===== src/rtl/uart_tx_arbiter.sv =====
// ---------------------------------------------------------------------------
// uart_tx_arbiter
//   Shares one byte-level UART transmitter among NUM_REQ requesters.
//   Round-robin arbitration; a grant is held for a whole packet (up to the
//   byte flagged req_last) unless MAX_BURST bytes have been sent or the
//   granted requester stalls for HOLD_TIMEOUT cycles mid-packet.
//
// Ports
//   clk        system clock
//   reset      asynchronous, active-high reset
//   req_valid  per-requester byte available
//   req_data   per-requester byte, requester i on [8i+7:8i]
//   req_last   per-requester end-of-packet flag for the offered byte
//   req_ready  one-hot consume pulse back to the granted requester
//   tx_data    byte to the transmitter, valid while tx_start=1 (else 0)
//   tx_start   one-cycle launch pulse to the transmitter
//   tx_busy    transmitter frame in progress
//   grant_id   current / last granted requester
//   active     a grant is held (state is not IDLE)
//
// Handshake: a requester raises req_valid with req_data/req_last and keeps
// all three stable until it sees req_ready. req_ready is a single-cycle
// pulse meaning the byte is consumed at the end of that cycle; it only
// occurs together with tx_start for the granted requester.
// ---------------------------------------------------------------------------
module uart_tx_arbiter #(
  parameter int NUM_REQ      = 4,
  parameter int MAX_BURST    = 16,
  parameter int HOLD_TIMEOUT = 255
) (
  input  logic                       clk,
  input  logic                       reset,
  input  logic [NUM_REQ-1:0]         req_valid,
  input  logic [8*NUM_REQ-1:0]       req_data,
  input  logic [NUM_REQ-1:0]         req_last,
  output logic [NUM_REQ-1:0]         req_ready,
  output logic [7:0]                 tx_data,
  output logic                       tx_start,
  input  logic                       tx_busy,
  output logic [$clog2(NUM_REQ)-1:0] grant_id,
  output logic                       active
);

  localparam int GW = $clog2(NUM_REQ);

  localparam logic [2:0] S_IDLE    = 3'd0;
  localparam logic [2:0] S_START   = 3'd1;
  localparam logic [2:0] S_WAIT_HI = 3'd2;
  localparam logic [2:0] S_WAIT_LO = 3'd3;
  localparam logic [2:0] S_HOLD    = 3'd4;

  localparam logic [7:0]         MAX_BURST_C = 8'(MAX_BURST);
  localparam logic [7:0]         HOLD_C      = 8'(HOLD_TIMEOUT);
  localparam logic [GW:0]        NUM_C       = (GW+1)'(NUM_REQ);
  localparam logic [GW-1:0]      LAST_ID     = GW'(NUM_REQ - 1);
  localparam logic [NUM_REQ-1:0] ONE_HOT0    = NUM_REQ'(1);

  logic [2:0]    state_q, state_d;
  logic [GW-1:0] grant_q, grant_d;
  logic [GW-1:0] rr_q, rr_d;
  logic [7:0]    burst_q, burst_d;
  logic [7:0]    hold_q, hold_d;
  logic          last_q, last_d;

  // Round-robin search: rotate the valid vector so rr_q sits at bit 0, pick
  // the lowest set bit, then map the offset back to a requester index.
  logic [2*NUM_REQ-1:0] rot_valid;
  logic                 win_vld;
  logic [GW-1:0]        win_off;
  logic [GW:0]          win_sum;
  logic [GW-1:0]        win_id;

  assign rot_valid = {req_valid, req_valid} >> rr_q;

  always_comb begin
    win_vld = 1'b0;
    win_off = '0;
    for (int i = NUM_REQ - 1; i >= 0; i--) begin
      if (rot_valid[i]) begin
        win_vld = 1'b1;
        win_off = GW'(i);
      end
    end
  end

  assign win_sum = {1'b0, rr_q} + {1'b0, win_off};
  assign win_id  = (win_sum >= NUM_C) ? GW'(win_sum - NUM_C) : GW'(win_sum);

  // Saturating hold counter increment, used for the timeout comparison.
  logic [7:0] hold_inc;
  assign hold_inc = (hold_q == 8'hFF) ? 8'hFF : hold_q + 8'd1;

  logic rel;

  always_comb begin
    state_d = state_q;
    grant_d = grant_q;
    rr_d    = rr_q;
    burst_d = burst_q;
    hold_d  = hold_q;
    last_d  = last_q;
    rel     = 1'b0;
    case (state_q)
      S_IDLE: begin
        if (win_vld) begin
          grant_d = win_id;
          state_d = S_START;
        end
      end
      S_START: begin
        if (burst_q != 8'hFF) burst_d = burst_q + 8'd1;
        last_d  = req_last[grant_q];
        state_d = S_WAIT_HI;
      end
      S_WAIT_HI: begin
        if (tx_busy) state_d = S_WAIT_LO;
      end
      S_WAIT_LO: begin
        if (!tx_busy) begin
          if (last_q || (burst_q == MAX_BURST_C)) begin
            rel = 1'b1;
          end else if (req_valid[grant_q]) begin
            state_d = S_START;
          end else begin
            state_d = S_HOLD;
            hold_d  = 8'd0;
          end
        end
      end
      S_HOLD: begin
        if (req_valid[grant_q]) begin
          state_d = S_START;
        end else begin
          hold_d = hold_inc;
          if (hold_inc == HOLD_C) rel = 1'b1;
        end
      end
      default: state_d = S_IDLE;
    endcase

    // Release hands priority to the requester after the one just served.
    if (rel) begin
      state_d = S_IDLE;
      burst_d = 8'd0;
      rr_d    = (grant_q == LAST_ID) ? '0 : grant_q + 1'b1;
    end
  end

  always_ff @(posedge clk or posedge reset) begin
    if (reset) begin
      state_q <= S_IDLE;
      grant_q <= '0;
      rr_q    <= '0;
      burst_q <= 8'd0;
      hold_q  <= 8'd0;
      last_q  <= 1'b0;
    end else begin
      state_q <= state_d;
      grant_q <= grant_d;
      rr_q    <= rr_d;
      burst_q <= burst_d;
      hold_q  <= hold_d;
      last_q  <= last_d;
    end
  end

  // Outputs decode straight from state so reset clears them immediately.
  assign tx_start  = (state_q == S_START);
  assign tx_data   = tx_start ? req_data[{grant_q, 3'b000} +: 8] : 8'h00;
  assign req_ready = tx_start ? (ONE_HOT0 << grant_q) : '0;
  assign grant_id  = grant_q;
  assign active    = (state_q != S_IDLE);

endmodule

===== config.mk =====
export PLATFORM = sky130hd
export DESIGN_NAME = uart_tx_arbiter
export DESIGN_NICKNAME = d
export VERILOG_FILES = /design/src/rtl/uart_tx_arbiter.sv
export SDC_FILE = /design/constraint.sdc
export NUM_CORES = 1
export LEC_CHECK = 0
export BUFFER_PORTS_ARGS = -buffer_cell sky130_fd_sc_hd__buf_2
export CORE_MARGIN = 3
export CORE_UTILIZATION = 25
export DETAILED_ROUTE_END_ITERATION = 12
export GPL_ROUTABILITY_DRIVEN = 0
export PLACE_DENSITY = 0.44
export REMOVE_ABC_BUFFERS = 1
export SLEW_MARGIN = 20
export SYNTH_ARGS = -nofsm -noshare
export SYNTH_HDL_FRONTEND = slang
export SYNTH_SLANG_ARGS = --single-unit

===== constraint.sdc =====
create_clock -name clk -period 3.6 [get_ports clk]
set_clock_uncertainty 0.2 [all_clocks]
set_input_delay 0.72 -clock clk [delete_from_list [all_inputs] [get_ports clk]]
set_output_delay 0.72 -clock clk [all_outputs]
set_load 0.01 [all_outputs]

; Word level (Yosys, flattened, before mapping)
; Cells that the tools add are included.
[word_totals]
ff_bits = 24
[classes]
n_mux = 38
reduce_logical = 10
shifts = 3
eq_ne = 18
n_lt_le_gt_ge = 2
addsub = 5
[ops]
columns = operator, n
row1 = 8-bit 2-to-1 mux, 9
row2 = 32-bit by 6-bit indexed part select with 8-bit output, 1
row3 = 3-bit 2-to-1 mux, 7
row4 = 8-bit by 1-bit adder with 8-bit output (second input constant), 2
row5 = 8-bit == test (second input constant), 2
row6 = 8-bit one-hot mux with 2 select lines, 1
row7 = 3-bit inequality test (second input constant), 5
row8 = 3-bit one-hot mux with 5 select lines, 1
row9 = 2-bit 2-to-1 mux, 6
row10 = 1-bit 2-to-1 mux, 10
row11 = 5-bit AND reduction, 2
row12 = 8-bit by 5-bit == test with 1-bit output (second input constant), 1
row13 = 2-bit inequality test (second input constant), 4
row14 = 8-bit inequality test (second input constant), 1
row15 = 8-bit by 2-bit >> shifter with 4-bit output, 1
row16 = 3-bit by 2-bit == test with 1-bit output (second input constant), 2
row17 = 2-bit nonzero test, 3
row18 = 1-bit binary-select mux with 2-bit select, 2
row19 = 4-bit 2-to-1 mux, 1
row20 = 2-bit AND reduction, 2
row21 = 1-bit by 2-bit left shift with 4-bit output (first input constant), 1
row22 = 2-bit by 2-bit adder with 3-bit output, 1
row23 = 3-bit by 1-bit == test with 1-bit output (second input constant), 1
row24 = 3-bit == test (second input constant), 1
row25 = 9 further kinds, 9

; Logic depth before layout (Yosys ltp)
[logic_depth]
depth_word = 8
ltp_mapped = 10
depth_no_buf = 9

; Worst setup path before layout
; OpenSTA, ideal clock, no wires.
[synth_path]
path_kind = flip-flop to output port
from = register grant_q[0] (netlist: grant_id[0])
to = output port tx_data[0]
path_slack_ps = 1154
required_ps = 2680
stages_incl_launch_ff = 4
t_arrival_ps = 1526
path_cell_list = dfrtp_1 buf_2 mux4_2 and2_1
[synth_via]
elab_chain_len = 2
[synth_rtl]
columns = element, line_no
row1 = start: declaration, 59  ; logic [GW-1:0] grant_q, grant_d;
row2 = start signal: assignment, 159  ; grant_q <= grant_d;
row3 = 32-bit by 6-bit indexed part select with 8-bit output, 169  ; assign tx_data = tx_start ? req_data[{grant_q, 3'b000} +: 8] : 8'h00;
row4 = 8-bit 2-to-1 mux, 169
row5 = end: declaration, 37  ; output logic [7:0] tx_data,
; Every way passes these cells.

; Final worst setup path
[layout_path]
from = register state_q[2]
to = output port tx_data[3]
[layout_via]
elab_chain_len = 2
[layout_rtl]
columns = element, line_no
row1 = start: declaration, 58  ; logic [2:0] state_q, state_d;
row2 = start signal: assignment, 158  ; state_q <= state_d;
row3 = 3-bit by 1-bit == test with 1-bit output, 168  ; assign tx_start = (state_q == S_START);
row4 = 8-bit 2-to-1 mux, 169
; Every way passes these cells.

==> impl_metrics.yaml <==
timing:
  maxSlewViolCount: 0
  max_freq_mhz: 356.5
  relSlewSlack_pct: 56.43
  fin_ws_ns: 0.7950
  min_period_ns: 2.805
  setup_viol: 0
  rsz0062_at_grt: "false"
  setup_tns_ns: 0
  tightest_slew_ns: 0.6445
  hold_violations: 0
  finalCritPeriodShare_pct: 77.92
clocking:
  cts_max_level: 1
  clkLatencyLatePin_ns: 0.27
  cts_made_buffers: 3
  cts_tree: "yes"
  post-cts-setup-buffers: 0
  cts_buffer_depth: 2
  cts_hold_buf: 0
  cts_resized: 0
  clockRootBuffer: "clkbuf_8"
  clock_sinks: 24
  clk_pin_slew_ns: 0.09
yosys:
  syn_avg_cell_area_um2: 9.203
  synth-edff-count: 0
  async_flop_share_pct: 100.0
  ys.flop_type: "dfrtp_1"
  synth.top_cells.by_count: "24 x dfrtp_1, 19 x nor2_1, 16 x a21oi_1, 14 x nand2_1"
  ys_ff_latch: 24
  yosys.area.top_type_share_pct: 32.63
  synth_area_um2: 1841
  synthCells: 200
  yosys-top-cells-area: "dfrtp_1 33%, mux4_2 12%, ha_1 5.4%"
  synth_top_area_cell: "dfrtp_1"
  yosysMostFrequentCell: "dfrtp_1"
  ys_seq_area_share_pct: 32.63
  synth_warnings: 0
  ys_types: 44
final_layout:
  area_growth_pct: 24.47
  final_cell_area_um2: 2291
  multi_input_area_um2: 1154
  nets: 309
  drive_gt1_share_pct: 33.46
  diodes: 0
  instances_no_fill: 353
  fillers: 760
  seq_area_um2: 600.6
critical_path:
  cp-startpoint: "state_q[2]"
  arrival_ns: 1.88
  max_stage_delay_ns: 0.51
  endpoint_kind: "output port"
  cp_top_family: "simple AND/OR/NAND/NOR gates"
  cp.required_ns: 2.68
  critPathKind: "reg -> out"
  worst-path-buf-inv: 2
  critPathLaunchType: "flop"
  cp_max_fo: 16
  reg2reg_from: "hold_q[0]"
  crit_slowest_cell: "or3b_2"
  cp_cell_sequence: "or3b_2 > inv_1 > and2_1 > buf_2"
routing:
  via_count: 1675
  firstDrtPassIters: 4
  wl_per_cell_um: 12.99
  drt_iter0_markers: 83
  post_drt_via_cell_ratio: 4.745
  wl_um: 4585
  remaining_drc_errors: 0
  ant_nets: 0
global_route:
  grt_pass1_wl_um: 8052
  grt_pass1_vias: 1701
  antenna_found_initial: 0
  grt_max_degree: 25
  grt_overflow: 0
  grtUsageTotal_pct: 11.45
placed_design:
  port_buffers: 58
  preCtsSetupSlack_ns: 0.8857
  dpl_cell_area_um2: 2236
  dp_hpwl_um: 3535
  post-place-cells: 349
min_path:
  hold_class: "in -> async"
die:
  die_x_um: 91.80
  start_util_pct: 26.36
  die_area_um2: 8427
  die_h_um: 91.80
  row_count: 30
  core_um2: 6982
  ios: 59
pwr:
  power_density_nw_per_um2: 593.5
  p_total_mw: 1.360
  ir_worst_vdd_uv: 142.8
  leakage_nw: 1.069
run:
  maxCapViolations: 0
status:
  outcome: "finished, final reports clean"
[worst register-to-register path: cells and delay by family, from the launching register on]
kind,cells,cell delay (ns)
AOI/OAI and AO/OA,2,0.39
muxes,1,0.35
DFF,1,0.44
adders and majority gates,1,0.29
buffers and inverters,1,0.22
and+or+nand+nor,2,0.57
[metal layers]
| metal | wire length (µm) | track usage [%] | up-vias | part of all wire (%) |
|---|---|---|---|---|
| li1 | - | - | 847 | - |
| met1 | 2152 | 15.46 | 797 | 47 |
| met2 | 2249 | 19.35 | 27 | 49 |
| met3 | 138 | 1.641 | 4 | 3.0 |
| met4 | 45 | 2.599 | 0 | 0.98 |
| met5 | 0 | 0 | - | 0 |
[logic make-up (layout without fill, tap and decap cells)]
group	count (synthesis)	count (layout)	share of synthesized area, %
buffers and inverters	21	78	4.691
AO/OA/AOI/OAI	47	47	16.52
flip-flops	24	24	32.63
adder cells (fa/ha/maj)	8	8	5.439
multiplexers	14	14	14.68
AND/OR/NAND/NOR	79	79	22.71
XOR/XNOR	7	7	3.331
[through the flow]
step | hold slack [ns] | utilization [%]
2_1_floorplan | 0.2977 | -
3_3_place_gp | 0.3300 | 32.03
3_5_place_dp | 0.3360 | 32.03
4_1_cts | 0.3570 | 32.81
5_1_grt | 0.3302 | 32.81
6_report | 0.2794 | 32.81
[registers in the layout, summed over array words and instances, names as in the netlist]
| name | flops |
|---|---|
| last_q | 1 |
| burst_q | 8 |
| hold_q | 8 |
| rr_q | 2 |
| grant_id | 2 |
| state_q | 3 |
[report_power, final]
part	total, mW	switching [mW]	leakage [nW]	internal, mW
logic	0.698	0.337	0.726	0.361
clock network	0.189	0.0916	0.0288	0.0978
registers	0.472	0.117	0.314	0.355
[area by class of cell]
cell class,instances,area share (%)
clock buffers,4,2.403
multi-input cells,155,50.36
repair buffers,61,13.65
flip-flops and latches,24,26.22
well taps,96,5.243
inverters,13,2.130
[cell usage in the layout (no fill, tap or decap), types with 2 or more instances in the layout]
cell type and n:
and2_1 13, nor3_1 4, buf_4 3, buf_2 58, a21oi_1 16, nand4_1 3, xnor2_1 2, xor2_1 5
o22ai_1 2, a31oi_1 6, mux4_2 10, nand3_1 8, nor2_1 19, nand2_1 14, mux2_2 4, ha_1 8
clkbuf_8 4, and3_1 6, a211oi_1 3, o21ai_0 10, dfrtp_1 24, inv_1 12, or2_2 2
[path summary, 6_finish.rpt]
kind                       cells past startpoint  slack (ns)         end
setup / recovery                               4        0.80  tx_data[3]
hold / removal                                 2        0.28   hold_q[2]
setup reg to reg                               7        1.05     rr_q[1]
hold reg to reg                                2        0.35   hold_q[1]
max in group asynchronous                      2        2.54  burst_q[6]
min in group clk                               2        0.35   hold_q[1]
No activity file was read; power rests on OpenSTA's default activity.
